==> config.mk <==
export PLATFORM = sky130hd
export DESIGN_NAME = pong_engine
export DESIGN_NICKNAME = d
export VERILOG_FILES = /design/src/rtl/pong_engine.sv
export SDC_FILE = /design/constraint.sdc
export NUM_CORES = 1
export LEC_CHECK = 0
export CAP_MARGIN = 15
export CORE_MARGIN = 2
export CORE_UTILIZATION = 50
export CTS_CLUSTER_SIZE = 12
export DETAILED_ROUTE_END_ITERATION = 8
export PLACE_DENSITY = 0.76
export SYNTH_ARGS = -nofsm -noshare
export SYNTH_HDL_FRONTEND = slang
export SYNTH_SLANG_ARGS = --single-unit
==> constraint.sdc <==
create_clock -name clk -period 3.7 [get_ports clk]
set_input_delay 0.925 -clock clk [delete_from_list [all_inputs] [get_ports clk]]
set_output_delay 0.925 -clock clk [all_outputs]
set_load 0.02 [all_outputs]
==> src/rtl/pong_engine.sv <==
// 1-D Pong game core: serve/rally/point/game-over sequencing for an LED strip.
// Takes the aclk/bclk tick sources and the two player buttons; produces a registered LED frame, the scores and the status.
module pong_engine #(
    parameter int NUM_LEDS    = 16,
    parameter int POS_W       = 4,
    parameter int ZONE        = 3,
    parameter int WIN_SCORE   = 5,
    parameter int SCORE_W     = 3,
    parameter int PAUSE_TICKS = 4
) (
    input  logic                clk,
    input  logic                reset,
    input  logic                go,
    input  logic                aclk,
    input  logic                bclk,
    input  logic                btn_l,
    input  logic                btn_r,
    output logic [NUM_LEDS-1:0] led_frame,
    output logic [POS_W-1:0]    ball_pos,
    output logic [SCORE_W-1:0]  score_l,
    output logic [SCORE_W-1:0]  score_r,
    output logic                game_over,
    output logic                winner,
    output logic [2:0]          state
);
    // state  | meaning
    // IDLE   | game disabled, strip dark
    // SERVE  | ball parked at the server's end, waiting for the server's hit
    // MOVE   | rally in progress
    // POINT  | point scored, strip flashes with aclk for PAUSE_TICKS ticks
    // OVER   | match won, winner's half lit until go drops
    typedef enum logic [2:0] {
        S_IDLE  = 3'd0,
        S_SERVE = 3'd1,
        S_MOVE  = 3'd2,
        S_POINT = 3'd3,
        S_OVER  = 3'd4
    } state_t;

    localparam int PAUSE_W = $clog2(PAUSE_TICKS + 1);
    localparam logic [POS_W-1:0]    LAST    = POS_W'(NUM_LEDS - 1);
    localparam logic [POS_W-1:0]    ZONE_HI = POS_W'(NUM_LEDS - ZONE);
    localparam logic [POS_W-1:0]    ZONE_LO = POS_W'(ZONE - 1);
    localparam logic [SCORE_W-1:0]  WIN     = SCORE_W'(WIN_SCORE);
    localparam logic [NUM_LEDS-1:0] LOW_HALF =
        {{(NUM_LEDS - NUM_LEDS/2){1'b0}}, {(NUM_LEDS/2){1'b1}}};

    state_t               state_q, state_d;
    logic [POS_W-1:0]     pos_q, pos_d;
    logic                 dir_q, dir_d;
    logic                 server_q, server_d;
    logic                 scorer_q, scorer_d;
    logic [PAUSE_W-1:0]   pause_q, pause_d;
    logic [SCORE_W-1:0]   score_l_q, score_l_d, score_r_q, score_r_d;
    logic                 game_over_q, game_over_d, winner_q, winner_d;
    logic [NUM_LEDS-1:0]  led_q, led_d;
    logic                 aclk_q, bclk_q;
    logic [2:0]           btn_l_q, btn_r_q;

    logic a_tick, b_tick, hit_l, hit_r, rx_hit, in_zone, award, award_side;

    always_comb begin
        a_tick = aclk & ~aclk_q;
        b_tick = bclk & ~bclk_q;
        hit_l  = btn_l_q[1] & ~btn_l_q[2];
        hit_r  = btn_r_q[1] & ~btn_r_q[2];
        rx_hit  = dir_q ? hit_r : hit_l;
        in_zone = dir_q ? (pos_q >= ZONE_HI) : (pos_q <= ZONE_LO);
        award      = 1'b0;
        award_side = 1'b0;

        state_d     = state_q;
        pos_d       = pos_q;
        dir_d       = dir_q;
        server_d    = server_q;
        scorer_d    = scorer_q;
        pause_d     = pause_q;
        score_l_d   = score_l_q;
        score_r_d   = score_r_q;
        game_over_d = game_over_q;
        winner_d    = winner_q;

        if (!go) begin
            state_d     = S_IDLE;
            pos_d       = '0;
            dir_d       = 1'b0;
            server_d    = 1'b0;
            score_l_d   = '0;
            score_r_d   = '0;
            game_over_d = 1'b0;
            winner_d    = 1'b0;
        end else begin
            case (state_q)
                S_IDLE: begin
                    state_d = S_SERVE;
                    pos_d   = server_q ? LAST : '0;
                end
                S_SERVE: begin
                    if (server_q ? hit_r : hit_l) begin
                        state_d = S_MOVE;
                        dir_d   = ~server_q;
                    end
                end
                S_MOVE: begin
                    // The sender is the side the ball travels away from.
                    award_side = ~dir_q;
                    if (rx_hit && in_zone) begin
                        dir_d = ~dir_q;
                    end else if (rx_hit) begin
                        award = 1'b1;
                    end else if (b_tick) begin
                        if ((dir_q && pos_q == LAST) || (!dir_q && pos_q == '0))
                            award = 1'b1;
                        else
                            pos_d = dir_q ? pos_q + POS_W'(1) : pos_q - POS_W'(1);
                    end
                end
                S_POINT: begin
                    if (a_tick) begin
                        if (pause_q == PAUSE_W'(1)) begin
                            if ((scorer_q ? score_r_q : score_l_q) == WIN) begin
                                state_d     = S_OVER;
                                game_over_d = 1'b1;
                                winner_d    = scorer_q;
                            end else begin
                                state_d  = S_SERVE;
                                server_d = ~scorer_q;
                                pos_d    = scorer_q ? '0 : LAST;
                            end
                        end else begin
                            pause_d = pause_q - PAUSE_W'(1);
                        end
                    end
                end
                default: ;
            endcase

            if (award) begin
                state_d  = S_POINT;
                scorer_d = award_side;
                pause_d  = PAUSE_W'(PAUSE_TICKS);
                if (award_side)
                    score_r_d = (score_r_q == WIN) ? WIN : score_r_q + SCORE_W'(1);
                else
                    score_l_d = (score_l_q == WIN) ? WIN : score_l_q + SCORE_W'(1);
            end
        end

        led_d = '0;
        case (state_d)
            S_SERVE, S_MOVE: led_d[pos_d] = 1'b1;
            S_POINT:         led_d = aclk ? '1 : '0;
            S_OVER:          led_d = winner_d ? ~LOW_HALF : LOW_HALF;
            default:         led_d = '0;
        endcase
    end

    always_ff @(posedge clk) begin
        if (reset) begin
            state_q     <= S_IDLE;
            pos_q       <= '0;
            dir_q       <= 1'b0;
            server_q    <= 1'b0;
            scorer_q    <= 1'b0;
            pause_q     <= '0;
            score_l_q   <= '0;
            score_r_q   <= '0;
            game_over_q <= 1'b0;
            winner_q    <= 1'b0;
            led_q       <= '0;
            aclk_q      <= 1'b0;
            bclk_q      <= 1'b0;
            btn_l_q     <= '0;
            btn_r_q     <= '0;
        end else begin
            state_q     <= state_d;
            pos_q       <= pos_d;
            dir_q       <= dir_d;
            server_q    <= server_d;
            scorer_q    <= scorer_d;
            pause_q     <= pause_d;
            score_l_q   <= score_l_d;
            score_r_q   <= score_r_d;
            game_over_q <= game_over_d;
            winner_q    <= winner_d;
            led_q       <= led_d;
            aclk_q      <= aclk;
            bclk_q      <= bclk;
            // Bits [1:0] synchronize the async button, bit 2 holds the previous value for edge detect.
            btn_l_q     <= {btn_l_q[1:0], btn_l};
            btn_r_q     <= {btn_r_q[1:0], btn_r};
        end
    end

    assign led_frame = led_q;
    assign ball_pos  = pos_q;
    assign score_l   = score_l_q;
    assign score_r   = score_r_q;
    assign game_over = game_over_q;
    assign winner    = winner_q;
    assign state     = state_q;
endmodule

; ---- Yosys cells after proc, flatten, opt, wreduce, memory -nomap -nowiden
; Index checks and enable logic that the tools add are counted.
; W data, S select, Z words.
[totals]
register_bits = 45
output_inout_bits = 31
[op_classes]
n_addsub = 5
magnitude_cmp = 4
n_eq_ne = 15
n_mux = 50
n_bitwise = 14
reduce_logical = 20
[ops]
columns = cell, n
row1 = $pmux W16 S3, 1
row2 = $mux W4, 11
row3 = $mux W3, 13
row4 = $mux W16, 2
row5 = $mux W1, 19
row6 = $eq A3 B2 Y1 const B, 4
row7 = $eq A3 B3 Y1 const B, 4
row8 = $pmux W4 S3, 1
row9 = $reduce_and A4 Y1, 3
row10 = $not A1 Y1, 10
row11 = $eq A3 B1 Y1 const B, 3
row12 = $pmux W3 S3, 1
row13 = $add A3 B1 Y3 const B, 2
row14 = $reduce_and A2 Y1, 3
row15 = $reduce_bool A2 Y1, 3
row16 = $lt A4 B5 Y1 const B, 1
row17 = $add A4 B1 Y4 const B, 1
row18 = $and A1 B1 Y1, 4
row19 = $demux W1 S4, 1
row20 = $eq A4 B4 Y1 const B, 1
row21 = $ge A4 B1 Y1 const B, 1
row22 = $ge A4 B4 Y1 const B, 1
row23 = $le A4 B2 Y1 const B, 1
row24 = $logic_and A1 B1 Y1, 4
row25 = 11 further kinds, 13

; ---- Logic depth before layout (Yosys ltp)
; Gate-level depths: netlist (run 1).
[logic_depth]
word_depth = 14
depth_mapped = 10

; ---- Worst setup path after synthesis (run 1)
; OpenSTA, ideal clock, no wires.
[synth_path]
kind = register to register
startpoint = reg dir_q
endpoint = reg led_q[13], in the netlist led_frame[13]
setup_time_ps = 70
t_arrival_ps = 2510
required_time_ps = 3630
path_slack_ps = 1120
stages_incl_launch_ff = 11
period_less_slack_ps = 2580
cell_sequence = dfxtp_1 -> buf_2 -> inv_1 -> ha_1 -> and3_1 -> or3_1 -> a2111o_1 -> o211ai_1 -> and2_1 -> nand4b_1 -> a21oi_1
[synth_via]
elab_chain_len = 14
elab_cells_between_ends = 33
classes_between = 2 x order compare / 4 x eq/ne / 20 x mux / 7 x reduce/logical
[synth_lines]
columns = item, line
row1 = from (decl), 50  ; logic dir_q, dir_d;
row2 = from (signal assigned), 178  ; dir_q <= dir_d;
row3 = $logic_not A1 Y1, 112  ; if ((dir_q && pos_q == LAST) || (!dir_q && pos_q == '0))
row4 = $logic_and A1 B1 Y1, 112
row5 = $logic_or A1 B1 Y1, 112
row6 = $mux W4 or $mux W1 (tied branches), 112
row7 = $mux W4 or $mux W1 (tied branches), 111  ; end else if (b_tick) begin
row8 = $mux W4 or $mux W1 (tied branches), 109  ; end else if (rx_hit) begin
row9 = $mux W4 or $mux W1 (tied branches), 107  ; if (rx_hit && in_zone) begin
row10 = $pmux W4 S3 or $mux W1 (tied branches), 93  ; case (state_q)
row11 = $mux W4 or $mux W1 (tied branches), 83  ; if (!go) begin
row12 = "$lt A4 B5 Y1 (not written as such), or another cell as far along", 151  ; S_SERVE, S_MOVE: led_d[pos_d] = 1'b1;
row13 = $logic_and A1 B1 Y1 (not written as such) or $mux W3 (tied branches), "151, 83"
row14 = "$mux W1 (not written as such), or another cell as far along", 151
row15 = $demux W1 S4 or $reduce_or A2 Y1 (tied branches), "151, 150"
row16 = $pmux W16 S3 *, 150  ; case (state_d)
row17 = to (signal assigned), 186  ; led_q <= led_d;
row18 = to (decl), 56  ; logic [NUM_LEDS-1:0] led_q, led_d;
; Mark *: on every way between the ends. The rest lies on a longest branch, timed or not. The select of a mux whose other input is x is not followed.
; A chain may end at the register's enable or synchronous reset.

; ---- Final worst setup path (run 1)
[layout_path]
startpoint = in aclk
endpoint = reg led_q[6], in the netlist led_frame[6]
[layout_via]
elab_chain_len = 9
elab_cells_between_ends = 24
classes_between = 2 x order compare / 4 x eq/ne / 15 x mux / 1 x bitwise / 2 x reduce/logical
[layout_lines]
columns = item, line
row1 = from (decl), 14  ; input logic aclk,
row2 = $and A1 B1 Y1, 63  ; a_tick = aclk & ~aclk_q;
row3 = $mux W4, 119  ; if (a_tick) begin
row4 = $pmux W4 S3, 93
row5 = $mux W4, 83
row6 = $lt A4 B5 Y1 (not written as such) or $ge A4 B1 Y1 (tied branches), 151
row7 = $logic_and A1 B1 Y1 (not written as such), 151
row8 = $mux W1 (not written as such), 151
row9 = $demux W1 S4, 151
row10 = $pmux W16 S3 *, 150
; Mark *: on every way between the ends. The rest lies on a longest branch, timed or not.

==> reports/metrics.csv, run 1 <==
stage;metric;value;unit
global_routing;grt_pass1_wl;9197;um
global_routing;grt_pass1_vias;1909;
setup_path;end_kind;flip-flop;
floorplanning;die_area;5317;um^2
yosys;ys_seq_elements;45;
floorplanning;initial_utilization;50.95;%
sta;finalSetupViolCount;0;
cts;clock_sinks;45;
routing;drtIter0Drc;126;
yosys;synth_fp_nets;280;
global_routing;grtUsageMet3;4.972;%
sta;skew;12.80;ps
place;dp_hpwl;4025;um
sta;grt_setup_unrepaired;no;
routing;routed_wirelength;5510;um
global_routing;top_usage_layer;met2;
routing;routed_via_density;5.866;
global_routing;met1_usage;31.13;%
yosys;synth_edf_count;0;
flow_run;timing.max_cap.violations;0;
power_and_ir_drop;p_int;645.5;uW
setup_path;start_kind;input pin;
cts;clk_path_buf_depth;2;
yosys;async_flop_share;0;%
power_and_ir_drop;max-vdd-ir-drop;208.3;uV
cts;clk_latency;300;ps
power_and_ir_drop;power.switching;204.1;uW
global_routing;antenna_found_initial;0;
routing;final_antenna_net_count;0;
floorplanning;io-pin-count;38;
cts;hold_buffers;0;
power_and_ir_drop;swShare;24.03;%
yosys;synth_cell_types;61;
routing;via_count;2100;
sta;fin_hold_ws;454.0;ps
final_layout;nNetsFinal;317;
global_routing;grt_max_degree;18;
sta;fin_crit_sh;84.21;%
power_and_ir_drop;p_comb_share;8.0;%
routing;drc_errors;0;
floorplanning;rows;25;
sta;fmax;0.3209;GHz
final_layout;layout.cells.non_filler;358;
cts;clockRootBuffer;clkbuf_8;
place;port_buffers;37;
global_routing;use_met2;33.84;%
sta;slew_violations;0;
yosys;synth_ff_type;dfxtp_1;
final_layout;layout_common_cells;45 x dfxtp_1, 37 x clkdlybuf4s50_1, 26 x nor2_1;
yosys;yosys_warnings;0;
yosys;synth_cells;268;
sta;final-hold-violation-count;0;
global_routing;grt_overflow_total;0;
setup_path;crit_arrival;3280;ps
cts;numCtsBuffers;5;
setup_path;critPathMaxFanout;11;
place;place_congestion;0.8796;
floorplanning;fp.dieH;72.92;um
yosys;synth_area;2375;um^2
cts;clk_pin_slew;80;ps
yosys;ys_seq_area_share;37.93;%
cts;postCtsSetupBuffers;0;
final_layout;drive_gt1_share;7.895;%
power_and_ir_drop;power_frac_seq;58.6;%
global_routing;grt_usage;22.44;%
sta;tightest_slew;705.7;ps
cts;cts-resized-gates;0;
routing;wire_per_inst;15.39;um
final_layout;synthToLayoutAreaGrowth;20.13;%
power_and_ir_drop;leakagePower;0.0009772;uW
floorplanning;core;4661;um^2
power_and_ir_drop;clock_power_share;33.4;%
sta;max_slew_margin;52.95;%
cts;htree_levels;2;
sta;tns;0;ps
final_layout;n_antenna_cell;0;
cts;tritoncts;yes;
setup_path;setup.worst_path.class;in2reg;
routing;firstDrtPassIters;4;
floorplanning;fp.dieW;72.92;um
setup_path;cp.required;3870;ps
power_and_ir_drop;power.density;297.8;nW/um^2
hold_path;worst_hold_path_type;reg2reg;
final_layout;final_common_cell;dfxtp_1;
yosys;syn_area_per_cell;8.861;um^2
sta;period_needed;3116;ps
place;placed_cells;352;
run_status;status;complete, no violations;
-- power by group through the flow --
stage / clock network (uW) / registers (uW) / logic (uW)
after detailed placement: 0 / 509 / 67.5
after CTS: 290 / 498 / 67.7
after global routing: 312 / 499 / 74.2
after floorplan: 0 / 509 / 43.2
after global placement: 0 / 509 / 66.3
final: 283 / 498 / 67.9
-- area by class of cell --
class / count / area, um^2
clock inverter: 1 / 5.005
multi-input combinational: 202 / 1373
clock buffer: 5 / 68.82
inverter: 10 / 37.54
sequential: 45 / 900.9
fill: 422 / 1808
tap: 54 / 67.56
timing repair buffer: 41 / 400.4
-- synthesized netlist by cell type (3+ instances only) --
cell	number	share of area [%]
o21ai_1	4	0.84
a21oi_1	21	4.4
nor2_1	26	4.1
mux2i_1	3	1.3
inv_1	10	1.6
xor2_1	3	1.1
o22ai_1	7	1.8
o21ai_0	13	2.7
or3_1	5	1.3
o211ai_1	5	1.6
nand2_1	16	2.5
nand3b_1	3	0.95
and3b_1	3	1.1
nand4_1	7	1.8
ha_1	4	2.1
nand2b_1	4	1.1
nor2b_1	12	3.2
buf_4	3	0.95
clkbuf_1	4	0.63
nand3_1	9	1.9
nand4bb_1	3	1.4
a21o_1	3	0.95
nand4b_1	5	1.8
dfxtp_1	45	38
buf_2	3	0.63
o21a_1	4	1.3
-- routing by layer --
metal / vias up / routed length (um)
met3: 11 / 288
met2: 56 / 2436
met5: - / 0
li1: 1062 / -
met4: 0 / 111
met1: 971 / 2673
-- critical path: stages --
cell and delay (ps):
clkdlybuf4s50_1 550, nand4bb_1 200, nor4_1 540, nor2_1 120
a21oi_1 580, nand4bb_1 290, o22ai_1 90
-- final timing paths --
check	from	end	slack, ps	cells after the start
max	aclk	led_frame[6]	580	7
min reg2reg	game_over	game_over	450	2
max reg2reg	dir_q	led_frame[13]	620	9
min	game_over	game_over	450	2
-- sequential cells by signal (all words and copies together) (netlist names) --
register,flops
dir_q,1
winner,1
pause_q,3
led_frame,16
bclk_q,1
aclk_q,1
server_q,1
btn_r_q,3
scorer_q,1
state,3
score_l,3
game_over,1
score_r,3
btn_l_q,3
ball_pos,4
-- per-stage QoR --
stage / total power (uW) / util [%] / worst slack (ps) / cell area, um^2
final: 849.6 / 61.21 / 584.1 / 2853
after global routing: 885.4 / 61.21 / 397.4 / 2853
after CTS: 855.5 / 61.21 / 664.1 / 2853
after detailed placement: 577.0 / 59.62 / 352.9 / 2779
after global placement: 575.6 / 59.62 / 399.6 / 2779
after floorplan: 552.2 / - / 1120 / 2375
-- cell families after synthesis --
logic type,share of synthesized area (%)
XOR/XNOR,1.107
flip-flops,37.93
multiplexers,1.265
AND/OR/NAND/NOR,29.45
buffers and inverters,4.267
AO/OA/AOI/OAI,23.02
adder cells (fa/ha/maj),2.951
Note: power is estimated with default switching activity, not from simulation.
==> run 2, diff against run 1 <==
--- a/config.mk
+++ b/config.mk
@@ -7,10 +7,10 @@
 export LEC_CHECK = 0
 export CAP_MARGIN = 15
 export CORE_MARGIN = 2
-export CORE_UTILIZATION = 50
+export CORE_UTILIZATION = 48
 export CTS_CLUSTER_SIZE = 12
 export DETAILED_ROUTE_END_ITERATION = 8
-export PLACE_DENSITY = 0.76
+export PLACE_DENSITY = 0.77
 export SYNTH_ARGS = -nofsm -noshare
 export SYNTH_HDL_FRONTEND = slang
 export SYNTH_SLANG_ARGS = --single-unit
==> constraint.sdc (replaced) <==
create_clock -name clk -period 2.69 [get_ports clk]
set_input_delay 0.6725 -clock clk [delete_from_list [all_inputs] [get_ports clk]]
set_output_delay 0.6725 -clock clk [all_outputs]
set_load 0.02 [all_outputs]
==> run 2 against run 1 <==
Net effect: sequential share of layout area fell by 3.1 points; register-to-register slack got worse by 460 ps; non-clock buffer count up 32; via count is 8.7% higher; critical path depth rose by 2; worst setup slack got worse by 470 ps; clock power rose by 44%; power rose by 42%; flip-flop and latch count did not move; largest power group unchanged; highest routed layer unchanged; cell count rose by 13%; first-iteration DRC count up 78%; global-route usage up 1.3 points.
==> reports/metrics.csv, run 2 (synthesized netlist as in run 1, its figures left out) <==
stage;metric;value;unit
routing;firstDrtPassIters;4;
cts;clk_pin_slew;90;ps
setup_path;cp-startpoint;bclk;
routing;routed_via_density;5.635;
sta;finalSetupViolCount;0;
setup_path;critPathSlowestCell;clkdlybuf4s50_1;
sta;slew_violations;0;
power_and_ir_drop;max-vdd-ir-drop;341.8;uV
floorplanning;core;4755;um^2
floorplanning;fp.dieW;74.34;um
global_routing;grt_max_degree;18;
power_and_ir_drop;power.density;379.1;nW/um^2
cts;cts-resized-gates;2;
cts;htree_levels;2;
final_layout;layout.cells.non_filler;405;
floorplanning;io-pin-count;38;
setup_path;critPathMaxFanout;6;
cts;clockRootBuffer;clkbuf_8;
sta;tns;0;ps
routing;drtIter0Drc;224;
global_routing;grt_usage;23.71;%
final_layout;final_core_util;66.82;%
sta;tightest_slew;605.0;ps
setup_path;critPathMaxStageDelay;470;ps
cts;postCtsSetupBuffers;0;
sta;fin_hold_ws;443.8;ps
power_and_ir_drop;leakagePower;0.001161;uW
sta;fin_crit_sh;95.85;%
setup_path;r2r-start;state[0];
setup_path;crit_arrival;2800;ps
sta;period_needed;2578;ps
final_layout;nNetsFinal;349;
flow_run;timing.max_cap.violations;0;
cts;hold_buffers;0;
sta;grt_setup_unrepaired;no;
global_routing;antenna_found_initial;0;
cts;clock_sinks;45;
place;place_congestion;0.9320;
floorplanning;fp.dieH;74.34;um
place;dp_hpwl;4718;um
setup_path;end_kind;flip-flop;
global_routing;grt_pass1_vias;2184;
routing;via_count;2282;
routing;routed_wirelength;6284;um
setup_path;cp_cell_sequence;clkdlybuf4s50_1 -> nor2b_2 -> nand4_1 -> buf_4 -> o32ai_4 -> o2111ai_2 -> o41ai_2 -> or3b_1 -> o21ai_0;
routing;wire_per_inst;15.52;um
setup_path;regToRegEndpoint;led_frame[12];
setup_path;critPathTopFamily;simple AND/OR/NAND/NOR gates;
floorplanning;die_area;5526;um^2
setup_path;r2r_cells;8;
routing;drc_errors;0;
final_layout;final_common_cell;dfxtp_1;
setup_path;setup.worst_path.end;led_frame[14];
sta;final-hold-violation-count;0;
power_and_ir_drop;fin_total_pwr;1204;uW
place;placed_cells;397;
setup_path;cp.required;2910;ps
final_layout;n_antenna_cell;0;
sta;max_slew_margin;59.10;%
cts;numCtsBuffers;5;
routing;final_antenna_net_count;0;
run_status;status;complete, no violations;
setup_path;start_kind;input pin;
final_layout;fill_cells;416;
hold_path;worst_hold_path_type;reg2reg;
setup_path;ff2ff_setup_slack;160;ps
floorplanning;initial_utilization;49.95;%
final_layout;synthToLayoutAreaGrowth;33.77;%
sta;skew;8.073;ps
cts;clk_path_buf_depth;2;
cts;tritoncts;yes;
global_routing;grt_pass1_wl;9984;um
cts;clk_latency;300;ps
final_layout;drive_gt1_share;20.71;%
setup_path;critical_path_depth;9;
global_routing;grt_overflow_total;0;
setup_path;setup.worst_path.class;in2reg;
sta;fmax;0.3879;GHz
setup_path;path_buf_inv;2;
floorplanning;rows;25;
place;port_buffers;37;
final_layout;layout_common_cells;43 x dfxtp_1, 36 x clkdlybuf4s50_1, 36 x buf_4;
final_layout;largest_register_ffs;16;
-- run 2: cell types whose count changed in the layout (fill, tap and decap cells not counted), moves of 2 or more --
cell and change:
buf_4 +32, dfxtp_1 -2, a21oi_1 -2, a21oi_2 +2, dfxtp_2 +2
-- run 2: layout make-up --
type,count,area [um^2],area share (%)
Clock buffer,5,68.82,2.166
Clock inverter,3,17.52,0.5514
Inverter,10,37.54,1.182
Multi-Input combinational cell,202,1423,44.78
Sequential cell,45,903.4,28.44
Tap cell,67,83.83,2.639
Timing Repair Buffer,73,643.1,20.24
-- run 2: worst min-delay path by stage --
stage               slack (ps)  depth (start not counted)          to  startpoint
floorplan                  410                          1  btn_l_q[1]  btn_l_q[0]
global placement           420                          1  btn_r_q[1]  btn_r_q[0]
detailed placement         430                          1  btn_r_q[1]  btn_r_q[0]
CTS                        450                          1  btn_r_q[1]  btn_r_q[0]
global route               460                          1  btn_r_q[1]  btn_r_q[0]
finish                     440                          1  btn_r_q[1]  btn_r_q[0]
-- run 2: where the power goes --
| part | internal [uW] | switching, uW | leakage, uW |
|---|---|---|---|
| logic | 52.9 | 59.1 | 0.000751 |
| registers | 675 | 9.09 | 0.000366 |
| clock network | 179 | 229 | 0.0000439 |
| total | 907 | 297 | 0.00116 |
-- run 2: stage by stage --
step	worst slack (ps)	cell area [um^2]
after floorplan	110.5	2375
after global placement	-222.0	3035
after detailed placement	-315.7	3035
after CTS	6.719	3131
after global routing	31.31	3177
final	111.7	3177
-- run 2: routing by layer --
metal | track usage (%) | share of wire [%] | up-vias
li1 | - | - | 1128
met4 | 7.341 | 1.6 | 0
met3 | 4.607 | 5.8 | 11
met2 | 39.68 | 49 | 69
met1 | 31.12 | 44 | 1074
met5 | 0 | 0 | -
